File: config.mk
export PLATFORM = sky130hd
export DESIGN_NAME = router_reg_param
export DESIGN_NICKNAME = d
export VERILOG_FILES = /design/src/rtl/router_reg_param.sv
export SDC_FILE = /design/constraint.sdc
export NUM_CORES = 1
export LEC_CHECK = 0
export CAP_MARGIN = 15
export CORE_ASPECT_RATIO = 0.8
export CORE_MARGIN = 1.5
export CORE_UTILIZATION = 54
export CTS_CLUSTER_SIZE = 40
export DETAILED_ROUTE_END_ITERATION = 6
export GPL_ROUTABILITY_DRIVEN = 0
export PLACE_DENSITY = 0.77
export SETUP_SLACK_MARGIN = 0.1
export SYNTH_ARGS = -nofsm -noshare
export SYNTH_HDL_FRONTEND = slang
export SYNTH_SLANG_ARGS = --single-unit
File: constraint.sdc
create_clock -name clock -period 2.31 [get_ports clock]
set_clock_uncertainty 0.05 [all_clocks]
set_input_delay 0.231 -clock clock [delete_from_list [all_inputs] [get_ports clock]]
set_output_delay 0.231 -clock clock [all_outputs]
set_load 0.01 [all_outputs]
File: src/rtl/router_reg_param.sv
// Router datapath register stage.
// Latches the packet header and forwards payload bytes to the FIFO write side.
// Holds one byte while the FIFO is full.
// Accumulates packet parity and checks it against the trailing parity byte.
// Also checks the payload byte count against the header length field.
module router_reg_param #(
    parameter int unsigned DATA_WIDTH = 8,
    parameter int unsigned ADDR_WIDTH = 2,
    parameter int unsigned NUM_PORTS  = 3,
    parameter int unsigned ODD_PARITY = 0,
    parameter int unsigned LEN_CHECK  = 1
) (
    input  logic                  clock,
    input  logic                  reset,
    input  logic                  pkt_valid,
    input  logic [DATA_WIDTH-1:0] data_in,
    input  logic                  fifo_full,
    input  logic                  rst_int_reg,
    input  logic                  detect_add,
    input  logic                  lfd_state,
    input  logic                  ld_state,
    input  logic                  laf_state,
    input  logic                  full_state,
    output logic                  parity_done,
    output logic                  low_pkt_valid,
    output logic                  err,
    output logic                  len_err,
    output logic [DATA_WIDTH-1:0] dout
);

    localparam int unsigned LEN_WIDTH = DATA_WIDTH - ADDR_WIDTH;
    localparam int unsigned CNT_WIDTH = LEN_WIDTH + 1;
    localparam logic [DATA_WIDTH-1:0] PAR_INIT = (ODD_PARITY != 0) ? '1 : '0;

    logic [DATA_WIDTH-1:0] hdr_q,       hdr_d;
    logic [DATA_WIDTH-1:0] full_byte_q, full_byte_d;
    logic [DATA_WIDTH-1:0] int_par_q,   int_par_d;
    logic [DATA_WIDTH-1:0] pkt_par_q,   pkt_par_d;
    logic [DATA_WIDTH-1:0] dout_q,      dout_d;
    logic [CNT_WIDTH-1:0]  cnt_q,       cnt_d;
    logic                  parity_done_q, parity_done_d;
    logic                  pd_prev_q,     pd_prev_d;
    logic                  low_pkt_q,     low_pkt_d;
    logic                  err_q,         err_d;
    logic                  len_err_q,     len_err_d;

    logic [ADDR_WIDTH-1:0] addr_c;
    logic [CNT_WIDTH-1:0]  hdr_len_c;
    logic                  hdr_ok_c;
    logic                  lfd_c;
    logic                  ld_c;
    logic                  laf_c;
    logic                  pd_rise_c;

    // Header decode and FSM strobes.
    // detect_add masks the load strobes, so an illegal overlap with ld_state is ignored.
    always_comb begin
        addr_c    = data_in[ADDR_WIDTH-1:0];
        hdr_len_c = {1'b0, hdr_q[DATA_WIDTH-1:ADDR_WIDTH]};
        hdr_ok_c  = detect_add & pkt_valid & (32'(addr_c) < NUM_PORTS);
        lfd_c     = ~detect_add & lfd_state;
        ld_c      = ~detect_add & ld_state;
        laf_c     = ~detect_add & laf_state;
        pd_rise_c = parity_done_q & ~pd_prev_q;
    end

    // Next-state logic for every register in the stage.
    always_comb begin
        hdr_d         = hdr_q;
        full_byte_d   = full_byte_q;
        int_par_d     = int_par_q;
        pkt_par_d     = pkt_par_q;
        dout_d        = dout_q;
        cnt_d         = cnt_q;
        parity_done_d = parity_done_q;
        pd_prev_d     = pd_prev_q;
        low_pkt_d     = low_pkt_q;
        err_d         = err_q;
        len_err_d     = len_err_q;

        if (detect_add) begin
            // A header for an unknown port leaves the whole stage untouched.
            if (hdr_ok_c) begin
                hdr_d         = data_in;
                int_par_d     = PAR_INIT;
                cnt_d         = '0;
                parity_done_d = 1'b0;
                pd_prev_d     = 1'b0;
                err_d         = 1'b0;
                len_err_d     = 1'b0;
            end
        end else begin
            pd_prev_d = parity_done_q;

            if (lfd_c) begin
                int_par_d = int_par_q ^ hdr_q;
            end else if (ld_c && pkt_valid && !full_state) begin
                int_par_d = int_par_q ^ data_in;
                cnt_d     = (cnt_q == '1) ? cnt_q : cnt_q + CNT_WIDTH'(1);
            end

            if (ld_c && !pkt_valid) begin
                pkt_par_d = data_in;
            end

            if ((ld_c && !fifo_full && !pkt_valid) ||
                (laf_c && low_pkt_q && !parity_done_q)) begin
                parity_done_d = 1'b1;
            end

            // Verdicts are taken the cycle after parity_done rises, when pkt_par is settled.
            if (pd_rise_c) begin
                err_d     = (int_par_q != pkt_par_q);
                len_err_d = (LEN_CHECK != 0) && (cnt_q != hdr_len_c);
            end
        end

        // Output byte path.
        // While the FIFO is full, the incoming byte is parked and dout holds.
        if (lfd_c) begin
            dout_d = hdr_q;
        end else if (ld_c && !fifo_full) begin
            dout_d = data_in;
        end else if (ld_c && fifo_full) begin
            full_byte_d = data_in;
        end else if (laf_c) begin
            dout_d = full_byte_q;
        end

        // Low-packet-valid flag.
        // Setting wins over the FSM clear when both happen in the same cycle.
        if (rst_int_reg) begin
            low_pkt_d = 1'b0;
        end
        if (ld_c && !pkt_valid) begin
            low_pkt_d = 1'b1;
        end
    end

    // State registers with synchronous active-high reset.
    always_ff @(posedge clock) begin
        if (reset) begin
            hdr_q         <= '0;
            full_byte_q   <= '0;
            int_par_q     <= '0;
            pkt_par_q     <= '0;
            dout_q        <= '0;
            cnt_q         <= '0;
            parity_done_q <= 1'b0;
            pd_prev_q     <= 1'b0;
            low_pkt_q     <= 1'b0;
            err_q         <= 1'b0;
            len_err_q     <= 1'b0;
        end else begin
            hdr_q         <= hdr_d;
            full_byte_q   <= full_byte_d;
            int_par_q     <= int_par_d;
            pkt_par_q     <= pkt_par_d;
            dout_q        <= dout_d;
            cnt_q         <= cnt_d;
            parity_done_q <= parity_done_d;
            pd_prev_q     <= pd_prev_d;
            low_pkt_q     <= low_pkt_d;
            err_q         <= err_d;
            len_err_q     <= len_err_d;
        end
    end

    assign parity_done   = parity_done_q;
    assign low_pkt_valid = low_pkt_q;
    assign err           = err_q;
    assign len_err       = len_err_q;
    assign dout          = dout_q;

endmodule

**Yosys cells after proc, flatten, opt, wreduce, memory -nomap -nowiden**

Cells that the tools add are included.

- Memories kept: 0
- Bits in latches: 0
- Memory bits (writable): 0
- Register bits: 52
- Memory bits (read-only): 0
- Input port bits: 18
- Logic and storage cells: 82

- Divide/modulo/power cells: 0
- Multiply operators: 0
- Bitwise operators: 12
- Add/subtract/negate cells: 1
- Reductions and logical operators: 27
- Shifts and indexed selects: 0
- Multiplexer cells: 23
- Eq/ne operators: 7
- Magnitude comparators: 1

Operator list:

| kind | count |
|---|---|
| $mux 8 | 8 |
| $mux 7 | 5 |
| $xor 8x8->8 | 2 |
| $reduce_and 2->1 | 6 |
| $mux 1 | 10 |
| $logic_and 1x1->1 | 8 |
| $ne 8x8->1 | 1 |
| $reduce_bool 2->1 | 4 |
| $add 7x1->7 const B | 1 |
| $eq 7x7->1 const B | 1 |
| $ne 7x6->1 | 1 |
| $and 1x1->1 | 6 |
| $reduce_bool 3->1 | 2 |
| $logic_not 1->1 | 4 |
| $ne 2x2->1 const B | 2 |
| $not 1->1 | 4 |
| $reduce_and 4->1 | 1 |
| $ne 3x3->1 const B | 1 |
| $reduce_and 3->1 | 1 |
| $lt 2x2->1 const B | 1 |
| $ne 2x1->1 const B | 1 |
| $logic_or 1x1->1 | 1 |

**Logic depth before layout (Yosys ltp)**

Gate-level depths: netlist (run 1).

- Word-level depth: 7
- Depth in mapped cells: 6

**Least setup slack after synthesis (run 1)**

No wires, ideal clock.

- Path kind: reg2reg
- From: register cnt_q[0]
- To: register cnt_q[6]
- Clock period less this slack: 1642 ps
- Setup slack: 668 ps
- Stages on the path, launching flop included: 6
- Arrival time: 1517 ps
- Cells stage by stage: dfxtp_1 ha_1 nand3_1 or2_2 or4_1 a31oi_1

- Cells in the longest elaborated chain, start to end: 5

RTL lines:

| what | line | RTL |
|---|---|---|
| from (decl) | 40 | `logic [CNT_WIDTH-1:0] cnt_q, cnt_d;` |
| from (signal assigned) | 160 | `cnt_q <= cnt_d;` |
| $add 7x1->7 | 99 | `cnt_d = (cnt_q == '1) ? cnt_q : cnt_q + CNT_WIDTH'(1);` |
| $mux 7 | 99 |  |
| $mux 7 | 97 | `end else if (ld_c && pkt_valid && !full_state) begin` |
| $mux 7 | 95 | `if (lfd_c) begin` |
| $mux 7 | 81 | `if (detect_add) begin` |

Several ways; a longest one is shown, not always the timed one. The select of a mux whose other input is x is not followed.
A chain may end at the register's enable or synchronous reset.

**Worst setup path in the final report (run 1)**

- From: register cnt_q[1]
- To: register cnt_q[6]

Same word-level chain as after synthesis.

==> results of run 1 <==
[layer usage]
layer	track usage, %	share of wire [%]	up-vias
met3	4.31	6.1	6
met2	37.9	43	73
met1	34.8	49	1051
met5	0	0	-
met4	8.62	1.1	0
li1	-	-	1121
[cells in the mapped netlist, drive strengths merged]
master   n
mux2     8
a311oi   2
or3b     1
nor4     1
nand2   38
xor2     5
nor3b    3
and4bb   1
nor2    24
ha       1
or2b     1
nand4b   2
mux2i   24
o22ai    1
or2      2
a211oi   9
nor2b    1
o21ai   10
nand2b   3
nor3     4
o211ai   1
buf      7
dfxtp   52
o21ba    1
nand3    8
inv      3
a22o     8
and2     1
and3     1
a221oi   1
or4      2
nor4bb   1
clkbuf  12
o31ai    1
xnor2    9
nand3b   2
o311ai   1
nand4    4
and2b    3
a31oi   13
a21oi   22
[sequential cells by signal, summed over array words and instances, names as in the netlist]
name           flops
dout               8
full_byte_q        8
hdr_q              8
int_par_q          8
pkt_par_q          8
cnt_q              7
err                1
len_err            1
low_pkt_valid      1
parity_done        1
pd_prev_q          1
[cell usage in the layout, fill, tap and decap left out, types with 2 or more instances in the layout]
cell type,n
dfxtp_1,52
nand2_1,38
clkdlybuf4s50_1,29
mux2i_1,24
nor2_1,24
a21oi_1,22
buf_4,14
a31oi_1,13
o21ai_0,10
a211oi_1,9
xnor2_1,9
mux2_2,8
a22o_1,8
nand3_1,7
xor2_1,5
clkbuf_8,5
nor3_1,4
nand4_1,4
nand2b_1,3
and2b_1,3
inv_1,3
or2_2,2
nand3b_1,2
or4_1,2
nand4b_1,2
[final cells by class]
cell class                 instances  area, sq um
clock inverter                     3         27.5
inverter                           3         11.3
clock buffer                       5         68.8
fill                             402         1530
multi-input combinational        220         1470
sequential                        52         1040
timing repair buffer              43          395
tap                               60         75.1
[metrics by stage]
stage | total power [mW] | hold slack (ps) | instances
2_1_floorplan | 1.13 | 317 | 294
3_3_place_gp | 1.23 | 392 | 378
3_5_place_dp | 1.23 | 396 | 378
4_1_cts | 1.79 | 410 | 386
5_1_grt | 1.84 | 423 | 386
6_report | 1.78 | 408 | 386
[final timing paths]
check                                end  slack [ps]  cells past startpoint
max                cnt_q[6]$_SDFFE_PP0P_         460                      5
min          full_byte_q[7]$_SDFFE_PP0P_         410                      2
max reg2reg        cnt_q[6]$_SDFFE_PP0P_         460                      5
min reg2reg  full_byte_q[7]$_SDFFE_PP0P_         410                      2
[worst register-to-register path, cell delays in order, from the launching register on]
cell and delay, ps:
dfxtp_1 450, ha_1 260, nand3_1 130, or2_2 320
or4_1 400, a31oi_1 170
[power by group through the flow]
stage | sequential (mW) | combinational (mW) | clock [mW]
floorplan | 0.966 | 0.165 | 0
global placement | 0.968 | 0.260 | 0
detailed placement | 0.969 | 0.264 | 0
CTS | 0.949 | 0.266 | 0.574
global route | 0.953 | 0.293 | 0.598
finish | 0.949 | 0.267 | 0.563
[cells by family after synthesis]
group,after synthesis,synth area share [%]
xor gates and xnor gates,14,4.68
muxes,32,12.6
buffers and inverters,22,4.16
DFF,52,39.8
AOI/OAI and AO/OA,70,18.2
and+or+nand+nor,103,20.1
adders and majority gates,1,0.478
==> impl_metrics.toml, run 1 <==
[place]
dp_hpwl_mm = 4.30
pre_cts_ws_ps = 170
numPortBuffers = 29
placed_area_sq_um = 3000

[final_layout]
layout-drive-gt1-share_pct = 12.3
area_delta_synth_final_pct = 18.1
nets = 344
utilization_pct = 66.9
final_area_sq_um = 3090
antenna_cells = 0

[yosys]
synthesis.nets = 313
synth-seq-cells = 52
synth_area_sq_um = 2620
ys_seq_area_share_pct = 39.8
netlist.area_leader.share_pct = 39.8
synth_cell_types = 47
syn_avg_cell_area_sq_um = 8.90
ys_top_cells_by_area = "dfxtp_1 (40%), mux2i_1 (9.2%), nand2_1 (5.4%), a21oi_1 (4.2%), mux2_2 (3.4%)"
yosysWarningCount = 0
yosys.area.top_type = "dfxtp_1"
synthCells = 294

[route]
first_iter_violations = 190
detail-route-antenna-nets = 0
finalWirelength_mm = 6.04
wire_per_inst_um = 15.6
dr_total_vias = 2251
drcViolationCount = 0
drt-pass1-iter-count = 4
viasPerCell = 5.83

[critical_path]
slowest_delay_ps = 450
cp-end-kind = "register"
crit_chain = "ha_1 -> nand3_1 -> or2_2 -> or4_1 -> a31oi_1"
r2r_start = "cnt_q[1]$_SDFFE_PP0P_"
cp_max_fo = 4
criticalPathCategory = "register to register"
cp-start-kind = "register"
required_ps = 2520
cp_slowest_cell = "dfxtp_1"
crit_arrival_ps = 2060
critPathTopFamily = "simple AND/OR/NAND/NOR gates"
path_buf_inv = 0
startpoint = "cnt_q[1]$_SDFFE_PP0P_"

[pwr]
p_per_area_nw_per_um2 = 575
switching_share_pct = 28.2
seqPwrFrac_pct = 53.3
clkPwrFrac_pct = 31.6
leakage_nw = 1.13
switchingPower_mw = 0.502
internal_power_mw = 1.28
irDropWorstVdd_mv = 0.467
comb_power_share_pct = 15.0

[grt]
grt_pass1_vias = 2089
grt_pass1_wl_mm = 9.98
grt_max_degree = 30
grt.overflow.total = 0
track_usage_pct = 24.7
antenna_found_initial = 0

[clock_tree]
numCtsBuffers = 5
post_cts_resized = 0
clock_path_buffers = 2
clkTransAtPathRegs_ps = 100
postCtsSetupBuffers = 0
cts_tree = "done"
cts_num_sinks = 52
htreeDepth = 2
clock_latency_ps = 320
root_buffer = "clkbuf_8"
holdBufCountCts = 0

[die]
num_rows = 22
die_area_sq_um = 5280
die_w_um = 80.8
coreArea_sq_um = 4620
die_h_um = 65.3
io_pins = 30
start_util_pct = 56.6

[timing]
clock.fmax_mhz = 540
hold_viol = 0
relSlewSlack_pct = 39.8
fin_ws_ps = 457
setup_viol = 0
post-route-min-period_ps = 1850
worst_slew_pin_slew_ps = 896
grt_setup_unrepaired = "no"
tns_ps = 0
layout_worst_path_cycle_share_pct = 80.2
slew_viol_final = 0

[job]
max_cap_violations = 0

[hold_path]
hold_path.class = "register to register"
min_from = "full_byte_q[7]$_SDFFE_PP0P_"

[outcome]
run_status = "finished clean"
Note: power is estimated with default switching activity, not from simulation.
==> run 2: changes to the inputs <==
- CORE_UTILIZATION: 54 -> 50
- PLACE_DENSITY: 0.77 -> 0.75
- clock period: 2.31 -> 1.5 ns (I/O delays scaled with it)
==> run 2 against run 1 <==
Effect of this change: the flow now finishes with violations (setup timing); sequential cell count did not move; final cell count is 7.8% higher; register-to-register slack got worse by 470 ps; non-clock buffer count up 27; combinational power increased by 77%; maximum frequency grew 22%; die area up 7.7%; critical path depth stayed put; sequential share of layout area shrank 3.0 points; clock power grew 45%; sequential power is 54% higher.
==> impl_metrics.toml, run 2 (synthesis results as in run 1) <==
[die]
die_h_um = 67.7
io_pins = 30
start_util_pct = 52.0
die_w_um = 83.9
num_rows = 23
die_area_sq_um = 5680
coreArea_sq_um = 5040

[final_layout]
final_common_cell = "dfxtp_1"
nets = 372
area_delta_synth_final_pct = 30.5
layout.cells.non_filler = 416
fill_cells = 404
layout-drive-gt1-share_pct = 23.7
final_area_sq_um = 3420
antenna_cells = 0
mostFrequentLayoutCells = "dfxtp_1 (48), nand2_1 (37), buf_4 (34)"
utilization_pct = 67.8

[place]
placed_area_sq_um = 3220
numPortBuffers = 29
place_inst = 405
dp_hpwl_mm = 4.77

[clock_tree]
cts_num_sinks = 52
holdBufCountCts = 0
cts_tree = "done"
htreeDepth = 2
clkTransAtPathRegs_ps = 100
numCtsBuffers = 5
root_buffer = "clkbuf_8"
clock_path_buffers = 2
clock_latency_ps = 310

[timing]
tns_ps = -21.6
slew_viol_final = 0
relSlewSlack_pct = 62.3
layout_worst_path_cycle_share_pct = 101
fin_ws_ps = -14.8
grt_setup_unrepaired = "yes"
worst_slew_pin_slew_ps = 562
hold_viol = 0
clock.fmax_mhz = 660
post-route-min-period_ps = 1510
setup_viol = 2

[critical_path]
cp-end-kind = "register"
cp_max_fo = 6
cp-start-kind = "register"
critical_path.endpoint = "cnt_q[6]$_SDFFE_PP0P_"
required_ps = 1690
r2r_end = "cnt_q[6]$_SDFFE_PP0P_"
startpoint = "cnt_q[0]$_SDFFE_PP0P_"
rr_worst_depth = 5
crit_arrival_ps = 1710
r2r_start = "cnt_q[0]$_SDFFE_PP0P_"
criticalPathCategory = "register to register"
r2r_slack_ps = -10

[route]
top_layer_used = "met4"
dr_total_vias = 2379
drcViolationCount = 0
viasPerCell = 5.72
wire_per_inst_um = 15.6
drt-pass1-iter-count = 4
routed-wl-met2_mm = 3.07
wl_met3_um = 373
wirelength_met1_mm = 2.99
detail-route-antenna-nets = 0
finalWirelength_mm = 6.50
first_iter_violations = 209

[job]
max_cap_violations = 0

[grt]
grt.overflow.total = 0
grt_pass1_wl_mm = 10.7
grt_pass1_vias = 2284
track_usage_pct = 24.3
grt_max_degree = 27
antenna_found_initial = 0

[outcome]
violations = "setup timing"
run_status = "complete, but fails checks"

[pwr]
switchingPower_mw = 0.758
power.total_mw = 2.75
comb_power_share_pct = 17.2
seqPwrFrac_pct = 53.2
leakage_nw = 1.49
internal_power_mw = 1.99
switching_share_pct = 27.6
p_per_area_nw_per_um2 = 804
irDropWorstVdd_mv = 0.598
clkPwrFrac_pct = 29.6

[hold_path]
hold_path.class = "input pin to register"
==> run 2: changes by cell type in the layout (fill, tap and decap cells not counted), moves of 2 or more <==
cell	previous run	this run
buf_4	14	34
clkdlybuf4s50_1	29	9
dlymetal6s2s_1	0	11
dlygate4sd2_1	0	7
buf_6	0	6
dfxtp_1	52	48
a211oi_1	9	6
a211oi_2	0	3
dfxtp_2	0	3
clkbuf_2	0	2
==> run 2: metrics by stage <==
step	hold WS, ps	worst slack (ps)
global route	271	-121
floorplan	236	21.6
detailed placement	396	-584
CTS	409	-23.1
finish	260	-14.8
global placement	392	-512
==> run 2: final cells by class <==
type / instances / area [sq um] / area share (%)
Sequential cell: 52 / 1050 / 30.7
Clock inverter: 3 / 21.3 / 0.623
Clock buffer: 5 / 68.8 / 2.01
Tap cell: 62 / 77.6 / 2.27
Timing Repair Buffer: 70 / 642 / 18.8
Inverter: 3 / 11.3 / 0.330
Multi-Input combinational cell: 221 / 1550 / 45.3
==> run 2: worst max-delay path, stage by stage (launching register included) <==
cell	delay [ps]
dfxtp_4	360
ha_4	170
nand4_1	140
o211ai_4	130
or4_1	480
a31oi_1	140
==> run 2: routing by layer <==
layer	GRT usage, %	vias to the layer above
met5	0	-
met4	6.35	0
met3	7.58	6
met2	41.1	66
met1	30.6	1126
li1	-	1181
==> run 2: how the worst min path moves through the flow <==
stage                                      from                     endpoint  cells past startpoint
floorplan                            data_in[0]  full_byte_q[0]$_SDFFE_PP0P_                      2
global placement    full_byte_q[7]$_SDFFE_PP0P_  full_byte_q[7]$_SDFFE_PP0P_                      2
detailed placement  full_byte_q[2]$_SDFFE_PP0P_  full_byte_q[2]$_SDFFE_PP0P_                      2
CTS                 full_byte_q[2]$_SDFFE_PP0P_  full_byte_q[2]$_SDFFE_PP0P_                      2
global route                         data_in[0]  full_byte_q[0]$_SDFFE_PP0P_                      4
finish                               detect_add        cnt_q[1]$_SDFFE_PP0P_                      4
==> run 2: what timing repair did <==
item | 4_1_cts | 5_1_grt
gates cloned | 1 | 0
gates resized for setup | 23 | 21
pin swaps | 6 | 5
setup endpoints to repair | 37 | 29
buffers inserted | 2 | 0
==> run 2: power by group through the flow <==
| stage | Combinational [mW] | Clock [mW] | Sequential [mW] |
|---|---|---|---|
| floorplan | 0.254 | 0 | 1.49 |
| global placement | 0.439 | 0 | 1.49 |
| detailed placement | 0.448 | 0 | 1.49 |
| CTS | 0.465 | 0.826 | 1.46 |
| global route | 0.513 | 0.868 | 1.47 |
| finish | 0.473 | 0.814 | 1.46 |
